<file path="src/rtl/ls_pkg.sv">
// Shared types and helpers for the load/store unit: FSM states, access size
// codes and the alignment check used when an access is accepted.
package ls_pkg;

    typedef enum logic [1:0] {
        IDLE = 2'b00,
        WAIT = 2'b01,
        DONE = 2'b10
    } state_t;

    localparam logic [1:0] SZ_BYTE = 2'b00;
    localparam logic [1:0] SZ_HALF = 2'b01;
    localparam logic [1:0] SZ_WORD = 2'b10;

    // Size code 2'b11 is handled exactly like a word access.
    function automatic logic is_misaligned(input logic [1:0] size, input logic [1:0] lo);
        logic m;
        case (size)
            SZ_BYTE: m = 1'b0;
            SZ_HALF: m = lo[0];
            default: m = (lo != 2'b00);
        endcase
        return m;
    endfunction

endpackage

</file>
<file path="src/rtl/ls_lane_align.sv">
// Combinational byte-lane steering: store-side byte enables and replicated
// write data, and load-side lane selection with sign/zero extension.
module ls_lane_align
    import ls_pkg::*;
(
    input  logic [1:0]  size,
    input  logic [1:0]  lo,
    input  logic        is_unsigned,
    input  logic [31:0] store_data,
    input  logic [31:0] rdata,
    output logic [3:0]  be,
    output logic [31:0] wdata,
    output logic [31:0] load_value
);

    logic [7:0]  byte_s;
    logic [15:0] half_s;

    // Store side: enables follow the little-endian lane, data is replicated.
    always_comb begin
        be    = 4'b1111;
        wdata = store_data;
        case (size)
            SZ_BYTE: begin
                be    = 4'b0001 << lo;
                wdata = {4{store_data[7:0]}};
            end
            SZ_HALF: begin
                be    = lo[1] ? 4'b1100 : 4'b0011;
                wdata = {2{store_data[15:0]}};
            end
            default: begin
                be    = 4'b1111;
                wdata = store_data;
            end
        endcase
    end

    // Load side: pick the lane, then extend to 32 bits.
    always_comb begin
        byte_s     = 8'h00;
        half_s     = 16'h0000;
        load_value = rdata;
        case (lo)
            2'b00:   byte_s = rdata[7:0];
            2'b01:   byte_s = rdata[15:8];
            2'b10:   byte_s = rdata[23:16];
            default: byte_s = rdata[31:24];
        endcase
        if (lo[1]) begin
            half_s = rdata[31:16];
        end else begin
            half_s = rdata[15:0];
        end
        case (size)
            SZ_BYTE: load_value = is_unsigned ? {24'h000000, byte_s} : {{24{byte_s[7]}}, byte_s};
            SZ_HALF: load_value = is_unsigned ? {16'h0000, half_s} : {{16{half_s[15]}}, half_s};
            default: load_value = rdata;
        endcase
    end

endmodule

</file>
<file path="src/rtl/load_store_unit.sv">
// Memory stage: runs one byte/half/word access on a req/ack bus with optional
// wait-state timeout, stalls the core meanwhile and returns the extended load data.
module load_store_unit
    import ls_pkg::*;
#(
    parameter int TIMEOUT_CYCLES = 255,
    parameter int TMO_W          = 8
) (
    input  logic        clk,
    input  logic        rst_n,
    input  logic        ls_valid,
    input  logic        mem_read,
    input  logic        mem_write,
    input  logic [1:0]  ls_size,
    input  logic        ls_unsigned,
    input  logic [31:0] alu_addr,
    input  logic [31:0] store_data,
    output logic        stall,
    output logic        ls_done,
    output logic [31:0] load_result,
    output logic        addr_misaligned,
    output logic        bus_error,
    output logic        bus_req,
    output logic        bus_we,
    output logic [31:0] bus_addr,
    output logic [3:0]  bus_be,
    output logic [31:0] bus_wdata,
    input  logic        bus_ack,
    input  logic [31:0] bus_rdata
);

    state_t             state_r;
    logic [TMO_W-1:0]   tmo_cnt_r;
    logic [1:0]         size_r;
    logic [1:0]         lane_r;
    logic               uns_r;
    logic               write_r;

    logic               accept_s;
    logic               misaligned_s;
    logic               tmo_hit_s;
    logic [1:0]         sel_size_s;
    logic [1:0]         sel_lane_s;
    logic               sel_uns_s;
    logic [3:0]         be_s;
    logic [31:0]        wdata_s;
    logic [31:0]        load_value_s;

    assign accept_s     = ls_valid & (mem_read | mem_write);
    assign misaligned_s = is_misaligned(ls_size, alu_addr[1:0]);
    assign stall        = rst_n & (((state_r == IDLE) & accept_s) | (state_r == WAIT));
    // Timeout fires on the WAIT cycle whose increment would reach the limit.
    assign tmo_hit_s    = (TIMEOUT_CYCLES != 0) &&
                          ((tmo_cnt_r + TMO_W'(1)) == TMO_W'(TIMEOUT_CYCLES));

    // Lane aligner sees live inputs at accept time and the latched access afterwards.
    always_comb begin
        sel_size_s = size_r;
        sel_lane_s = lane_r;
        sel_uns_s  = uns_r;
        if (state_r == IDLE) begin
            sel_size_s = ls_size;
            sel_lane_s = alu_addr[1:0];
            sel_uns_s  = ls_unsigned;
        end else begin
            sel_size_s = size_r;
            sel_lane_s = lane_r;
            sel_uns_s  = uns_r;
        end
    end

    ls_lane_align u_align (
        .size        (sel_size_s),
        .lo          (sel_lane_s),
        .is_unsigned (sel_uns_s),
        .store_data  (store_data),
        .rdata       (bus_rdata),
        .be          (be_s),
        .wdata       (wdata_s),
        .load_value  (load_value_s)
    );

    // Access FSM with timeout counter and all registered outputs.
    always_ff @(posedge clk or negedge rst_n) begin
        if (!rst_n) begin
            state_r         <= IDLE;
            tmo_cnt_r       <= '0;
            size_r          <= 2'b00;
            lane_r          <= 2'b00;
            uns_r           <= 1'b0;
            write_r         <= 1'b0;
            ls_done         <= 1'b0;
            load_result     <= 32'h0000_0000;
            addr_misaligned <= 1'b0;
            bus_error       <= 1'b0;
            bus_req         <= 1'b0;
            bus_we          <= 1'b0;
            bus_addr        <= 32'h0000_0000;
            bus_be          <= 4'h0;
            bus_wdata       <= 32'h0000_0000;
        end else begin
            case (state_r)
                IDLE: begin
                    if (accept_s) begin
                        size_r  <= ls_size;
                        lane_r  <= alu_addr[1:0];
                        uns_r   <= ls_unsigned;
                        write_r <= mem_write;
                        if (misaligned_s) begin
                            state_r         <= DONE;
                            ls_done         <= 1'b1;
                            addr_misaligned <= 1'b1;
                            load_result     <= 32'h0000_0000;
                        end else begin
                            state_r   <= WAIT;
                            tmo_cnt_r <= '0;
                            bus_req   <= 1'b1;
                            bus_we    <= mem_write;
                            bus_addr  <= {alu_addr[31:2], 2'b00};
                            bus_be    <= be_s;
                            bus_wdata <= mem_write ? wdata_s : 32'h0000_0000;
                        end
                    end else begin
                        state_r <= IDLE;
                    end
                end
                WAIT: begin
                    if (bus_ack) begin
                        state_r     <= DONE;
                        bus_req     <= 1'b0;
                        ls_done     <= 1'b1;
                        load_result <= write_r ? 32'h0000_0000 : load_value_s;
                    end else if (tmo_hit_s) begin
                        state_r     <= DONE;
                        tmo_cnt_r   <= tmo_cnt_r + TMO_W'(1);
                        bus_req     <= 1'b0;
                        ls_done     <= 1'b1;
                        bus_error   <= 1'b1;
                        load_result <= 32'h0000_0000;
                    end else begin
                        tmo_cnt_r <= tmo_cnt_r + TMO_W'(1);
                    end
                end
                DONE: begin
                    state_r         <= IDLE;
                    ls_done         <= 1'b0;
                    addr_misaligned <= 1'b0;
                    bus_error       <= 1'b0;
                end
                default: begin
                    state_r <= IDLE;
                end
            endcase
        end
    end

endmodule

</file>
<file path="config.mk">
export PLATFORM = sky130hd
export DESIGN_NAME = load_store_unit
export DESIGN_NICKNAME = d
export VERILOG_FILES = /design/src/rtl/ls_pkg.sv /design/src/rtl/ls_lane_align.sv /design/src/rtl/load_store_unit.sv
export SDC_FILE = /design/constraint.sdc
export NUM_CORES = 1
export LEC_CHECK = 0
export CORE_UTILIZATION = 45
export DETAILED_ROUTE_END_ITERATION = 10
export HOLD_SLACK_MARGIN = 0.15
export PLACE_DENSITY_LB_ADDON = 0.15
export SETUP_SLACK_MARGIN = 0.4
export SLEW_MARGIN = 5
export SYNTH_ARGS = -nofsm -noshare
export SYNTH_HDL_FRONTEND = slang
export SYNTH_SLANG_ARGS = --single-unit
export TNS_END_PERCENT = 5
</file>
<file path="constraint.sdc">
create_clock -name clk -period 3.25 [get_ports clk]
set_clock_uncertainty 0.15 [all_clocks]
set_input_delay 0.4875 -clock clk [delete_from_list [all_inputs] [get_ports clk]]
set_output_delay 0.4875 -clock clk [all_outputs]
set_load 0.005 [all_outputs]
</file>
---- Word level (Yosys, flattened, before mapping) ----
Cells that the tools add are included.
storage, ports and cells
  input bits .............................. 105
  word-level logic and storage cells ...... 94
  output and inout port bits .............. 106
  flip-flop bits (word level) ............. 119
cells by class
  equal/unequal tests ..................... 13
  shift-type cells ........................ 1
  add/subtract/negate cells ............... 1
  reduce and logical (&&, ||, !) cells .... 17
  mux-type cells .......................... 41
  bitwise gates (word level) .............. 6
operators with widths
  kind                                                                   number
  32-bit two-way mux                                                     8
  32-bit case mux with 2 select lines                                    3
  8-bit two-way mux                                                      3
  8-bit case mux with 3 select lines                                     1
  16-bit two-way mux                                                     1
  8-bit case mux with 2 select lines                                     1
  4-bit AND reduction                                                    4
  2-bit two-way mux                                                      6
  1-bit two-way mux                                                      10
  2-bit != test, second input constant                                   5
  3-bit AND reduction                                                    3
  8-bit by 1-bit adder with 8-bit output, second input constant          1
  2-bit by 1-bit equality test with 1-bit output, second input constant  4
  8-bit equality test, second input constant                             1
  2-bit zero test                                                        4
  1-bit case mux with 2 select lines                                     4
  4-bit case mux with 2 select lines                                     1
  2-bit nonzero test                                                     4
  2-bit equality test, second input constant                             2
  4-bit two-way mux                                                      1
  2-bit case mux with 2 select lines                                     1
  1-bit by 2-bit << shifter with 4-bit output, first input constant      1
  1-bit AND                                                              3
  3-bit != test, second input constant                                   1
  5 further kinds                                                        6

---- Depth between registers and ports, before layout ----
  word-level depth ........................ 9
  depth in mapped cells ................... 9
  mapped depth without buffers ............ 8

---- By module ----
A second synthesis with hierarchy kept.
second synthesis, totals
  cell total of the unflattened synthesis .. 637
  area total of the unflattened synthesis .. 6543.8 sq um
modules (own cells, without submodules)
  module           cells an instance  seq. area each (sq um)  area each (sq um)  instances
  load_store_unit  467                2977.9                  5360.1             1
  ls_lane_align    170                0.0                     1183.6             1

---- Worst setup path after synthesis ----
OpenSTA, ideal clock, no wires.
  path type ............................... reg2reg
  from .................................... reg tmo_cnt_r[0]
  to ...................................... reg load_result[21]
  cell stages (with the launch flop) ...... 10
  library setup time ...................... 0.121 ns
  slack ................................... 0.820 ns
  buffers on the path ..................... 2
  clock period less this slack ............ 2.430 ns
  data arrival time ....................... 2.159 ns
  cell sequence ........................... dfrtp_1 > ha_1 > and3_1 > nor4_1 > a311o_1 > o2111ai_2 > a21o_1 > buf_6 > buf_6 > a22o_1
on the way
  cells in the longest elaborated chain, start to end .. 4
RTL lines
  element                                 line                    source
  start: declaration                      load_store_unit.sv:33   logic [TMO_W-1:0] tmo_cnt_r;
  start signal: assignment                load_store_unit.sv:135  tmo_cnt_r <= tmo_cnt_r + TMO_W'(1);
  start signal: assignment                load_store_unit.sv:141  tmo_cnt_r <= tmo_cnt_r + TMO_W'(1);
  8-bit by 1-bit adder with 8-bit output  load_store_unit.sv:54   ((tmo_cnt_r + TMO_W'(1)) == TMO_W'(TIMEOUT_CYCLES));
  8-bit equality test                     load_store_unit.sv:54
  3-bit != test (no source line)          --
  4-bit AND reduction (no source line)    --
  end signal: assignment                  load_store_unit.sv:132  load_result <= write_r ? 32'h0000_0000 : load_value_s;
  end: declaration                        load_store_unit.sv:20   output logic [31:0] load_result,
No other way between the ends.
A chain may end at the register's enable or synchronous reset.

---- Final worst setup path ----
  from .................................... reg tmo_cnt_r[0]
  to ...................................... reg load_result[6]
Same word-level chain as after synthesis.

==> flow_metrics.env <==
export IMPL_min_delay_start="bus_wdata[24]"
export IMPL_syn_to_final_growth_pct=52.36
export IMPL_switchingPower_uw=1935
export IMPL_powerDensity_nw_per_um2=784.0
export IMPL_fin_nets=856
export IMPL_cpMaxStageDelayCell="dfrtp_2"
export IMPL_vias=5082
export IMPL_fin_crit_sh=0.8371
export IMPL_power_frac_seq=0.346
export IMPL_synthFlopType="dfrtp_1"
export IMPL_cts_sinks=119
export IMPL_drtIter0Drc=452
export IMPL_hold_viol=0
export IMPL_grt_antenna_before_repair=0
export IMPL_drcViolationCount=0
export IMPL_rsz0062_at_grt="true"
export IMPL_wl_um=16010
export IMPL_max_freq_mhz=367.6
export IMPL_initial_core_util=0.4642
export IMPL_p_leak_uw=0.003677
export IMPL_cts_path_max_buffers=2
export IMPL_max_cap_viol_count=0
export IMPL_crit_required_ns=3.39
export IMPL_ys_ff_latch=119
export IMPL_syn_area_per_cell_um2=10.37
export IMPL_status="finished clean"
export IMPL_numPortBuffers=208
export IMPL_dieArea_um2=12890
export IMPL_rows=40
export IMPL_grt_pass1_wl_um=25390
export IMPL_synth_edff_count=0
export IMPL_clkPwrFrac=0.299
export IMPL_endpoint_kind="flop"
export IMPL_cts_setup_buffers=0
export IMPL_dpl_hpwl_um=11470
export IMPL_fin_tns_setup_ns=0
export IMPL_gr_usage_all_layers=0.2553
export IMPL_p_int_uw=4753
export IMPL_core_um2=12060
export IMPL_syn_inst=540
export IMPL_cts_htree_levels=4
export IMPL_cp_start_kind="flop"
export IMPL_seq_area_frac_synth=0.5318
export IMPL_utilization=0.7073
export IMPL_slowest_delay_ns=0.46
export IMPL_n_fill_cell=888
export IMPL_first_pass_iters=6
export IMPL_cts_buffers=17
export IMPL_finalSetupViolations=0
export IMPL_regToRegSetupSlack_ns=0.53
export IMPL_switching_share=0.2893
export IMPL_cp_arrival_ns=2.86
export IMPL_overflow=0
export IMPL_cts_clk_slew_worst_paths_ns=0.05
export IMPL_post_drt_wl_per_cell_um=17.21
export IMPL_finalCriticalPeriod_ns=2.720
export IMPL_insertion_delay_ns=0.40
export IMPL_worstPathMaxFanout=18
export IMPL_min_path_type="reg -> reg"
export IMPL_gp_congestion=0.9094
export IMPL_path_cells="ha_1 -> and3_1 -> nor4_1 -> a311o_1 -> o2111ai_2 -> a21o_1 -> buf_4 -> a221o_1"
export IMPL_netlist_area_um2=5599
export IMPL_synth_cell_types=62
export IMPL_ant_nets=0
export IMPL_vias_per_cell=5.465
export IMPL_critPathKind="reg -> reg"
export IMPL_diodes=0
export IMPL_cts_tree="yes"
export IMPL_slew_viol_final=0
export IMPL_drive_above_1_share=0.1273
export IMPL_ios=211
export IMPL_async_reset_ff_frac=1.000
export IMPL_p_comb_frac=0.355
export IMPL_reg2reg_from="tmo_cnt_r[0]"
export IMPL_relSlewSlack=0.5830
export IMPL_ir_drop_mv=0.4752
export IMPL_grt_max_degree=120
export IMPL_tightestPinTransition_ns=0.6254
export IMPL_clockRootBuffer="clkbuf_16"
export IMPL_die_width_um=113.5
export IMPL_first_global_vias=5023
export IMPL_die_h_um=113.5
export IMPL_critPathLaunch="tmo_cnt_r[0]"
export IMPL_yosys_warnings=0
export IMPL_power_total_uw=6688
==> power by group through the flow <==
| stage | registers, uW | clock network [uW] | logic [uW] |
|---|---|---|---|
| after detailed placement | 2330 | 0 | 2380 |
| final | 2310 | 2000 | 2380 |
| after global routing | 2380 | 2110 | 2580 |
| after global placement | 2300 | 0 | 2330 |
| after floorplan | 2310 | 0 | 981 |
| after CTS | 2320 | 2030 | 2390 |
==> layer usage <==
layer  part of all wire  up-vias  track usage
met3              0.064       28      0.06908
met5                  0        -            0
li1                   -     2359            -
met2               0.50      221       0.4171
met1               0.42     2474       0.3234
met4              0.019        0       0.1000
==> cell usage after synthesis, types with 2 or more instances <==
cell       instances  area (um^2)
a21o_1             5        37.54
a21oi_1            7        35.03
a221oi_1           7        61.31
a222oi_1           7        70.07
a22o_1            17        148.9
a31oi_1            2        12.51
and2_1             2        12.51
and3_1             3        18.77
buf_2             12        60.06
buf_4              3        22.52
buf_6              2        22.52
clkbuf_1          17        63.81
dfrtp_1          119         2978
ha_1               2        25.02
inv_1             11        41.29
mux2_2            37        416.7
mux2i_1           14        140.1
nand2_1           82        307.8
nand2b_1           5        31.28
nand3_1            7        35.03
nor2_1            49        183.9
nor2b_1            2        12.51
nor3_1             2        10.01
nor3b_1            3        22.52
nor4_1             2        12.51
o21ai_0           58        290.3
o21ai_1            4        20.02
o221ai_1           3        26.28
o22ai_1            6        37.54
o2bb2ai_1          9        78.83
o31ai_1            8        60.06
or3b_1             3        26.28
==> cell usage in the layout, fill, tap and decap left out, types with 4 or more instances in the layout <==
cell type        netlist  layout
a21o_1                 5       5
a21oi_1                7       7
a221oi_1               7       7
a222oi_1               7       7
a22o_1                17      17
buf_4                  3      14
bufinv_16              0       4
clkbuf_16              0      17
clkbuf_8               0       4
clkdlybuf4s50_1        0     207
dfrtp_1              119     118
inv_1                 11      11
mux2_2                37      37
mux2i_1               14      13
nand2_1               82      81
nand2b_1               5       5
nand3_1                7       7
nor2_1                49      49
o21ai_0               58      57
o21ai_1                4       5
o22ai_1                6       6
o2bb2ai_1              9       9
o31ai_1                8       8
==> state kept, by name, indices dropped and copies added (netlist names), 2 cells and up <==
signal	cells
tmo_cnt_r	8
lane_r	2
bus_wdata	32
bus_be	4
state_r	2
bus_addr	30
size_r	2
load_result	32
==> path summary, 6_finish.rpt <==
kind | end | cells past startpoint
worst max-delay path | load_result[6] | 8
worst min-delay path | bus_wdata[24] | 2
worst max register to register | load_result[6] | 8
worst min register to register | bus_wdata[24] | 2
max in group asynchronous | tmo_cnt_r[0] | 3
min in group asynchronous | bus_addr[31] | 3
==> repair_timing <==
action,CTS,global route
endpoints found under the hold margin,119,0
hold buffers,1,0
setup endpoints to repair,0,23
gates resized for setup,0,3
==> critical path: cells and delay by family (launching register included) <==
kind | cells | cell delay (ns)
AND/OR/NAND/NOR | 2 | 0.57
buffers and inverters | 1 | 0.20
adder cells (fa/ha/maj) | 1 | 0.29
flip-flops | 1 | 0.46
AO/OA/AOI/OAI | 4 | 0.93
==> stage by stage <==
stage | worst slack (ns) | area (um^2) | instances | hold WS (ns)
2_1_floorplan | 0.8200 | 5603 | 541 | 0.04191
3_5_place_dp | 0.1532 | 7878 | 897 | 0.3147
3_3_place_gp | 0.2104 | 7878 | 897 | 0.3110
4_1_cts | 0.5037 | 8522 | 930 | 0.3264
6_report | 0.5295 | 8531 | 930 | 0.3240
5_1_grt | 0.3795 | 8531 | 930 | 0.3477
==> cell families (layout without fill, tap and decap cells) <==
family | count (synthesis) | in the layout | synth area share
multiplexers | 51 | 51 | 0.09944
XOR/XNOR | 1 | 1 | 0.001565
AND/OR/NAND/NOR | 172 | 172 | 0.1397
AO/OA/AOI/OAI | 148 | 148 | 0.1841
flip-flops | 119 | 119 | 0.5318
buffers and inverters | 46 | 267 | 0.03821
adder cells (fa/ha/maj) | 2 | 2 | 0.004469
other | 1 | 2 | 0.0006697
==> cell type report <==
type                    instances  area, um^2  area share
flip-flops and latches        119        2979      0.3492
well taps                     168       210.2     0.02464
clock inverters                 8       142.6     0.01672
repair buffers                224        2227      0.2611
inverters                      11       41.29    0.004840
multi-input cells             376        2439      0.2859
clock buffers                  24       491.7     0.05764
Note: power is estimated with default switching activity, not from simulation.
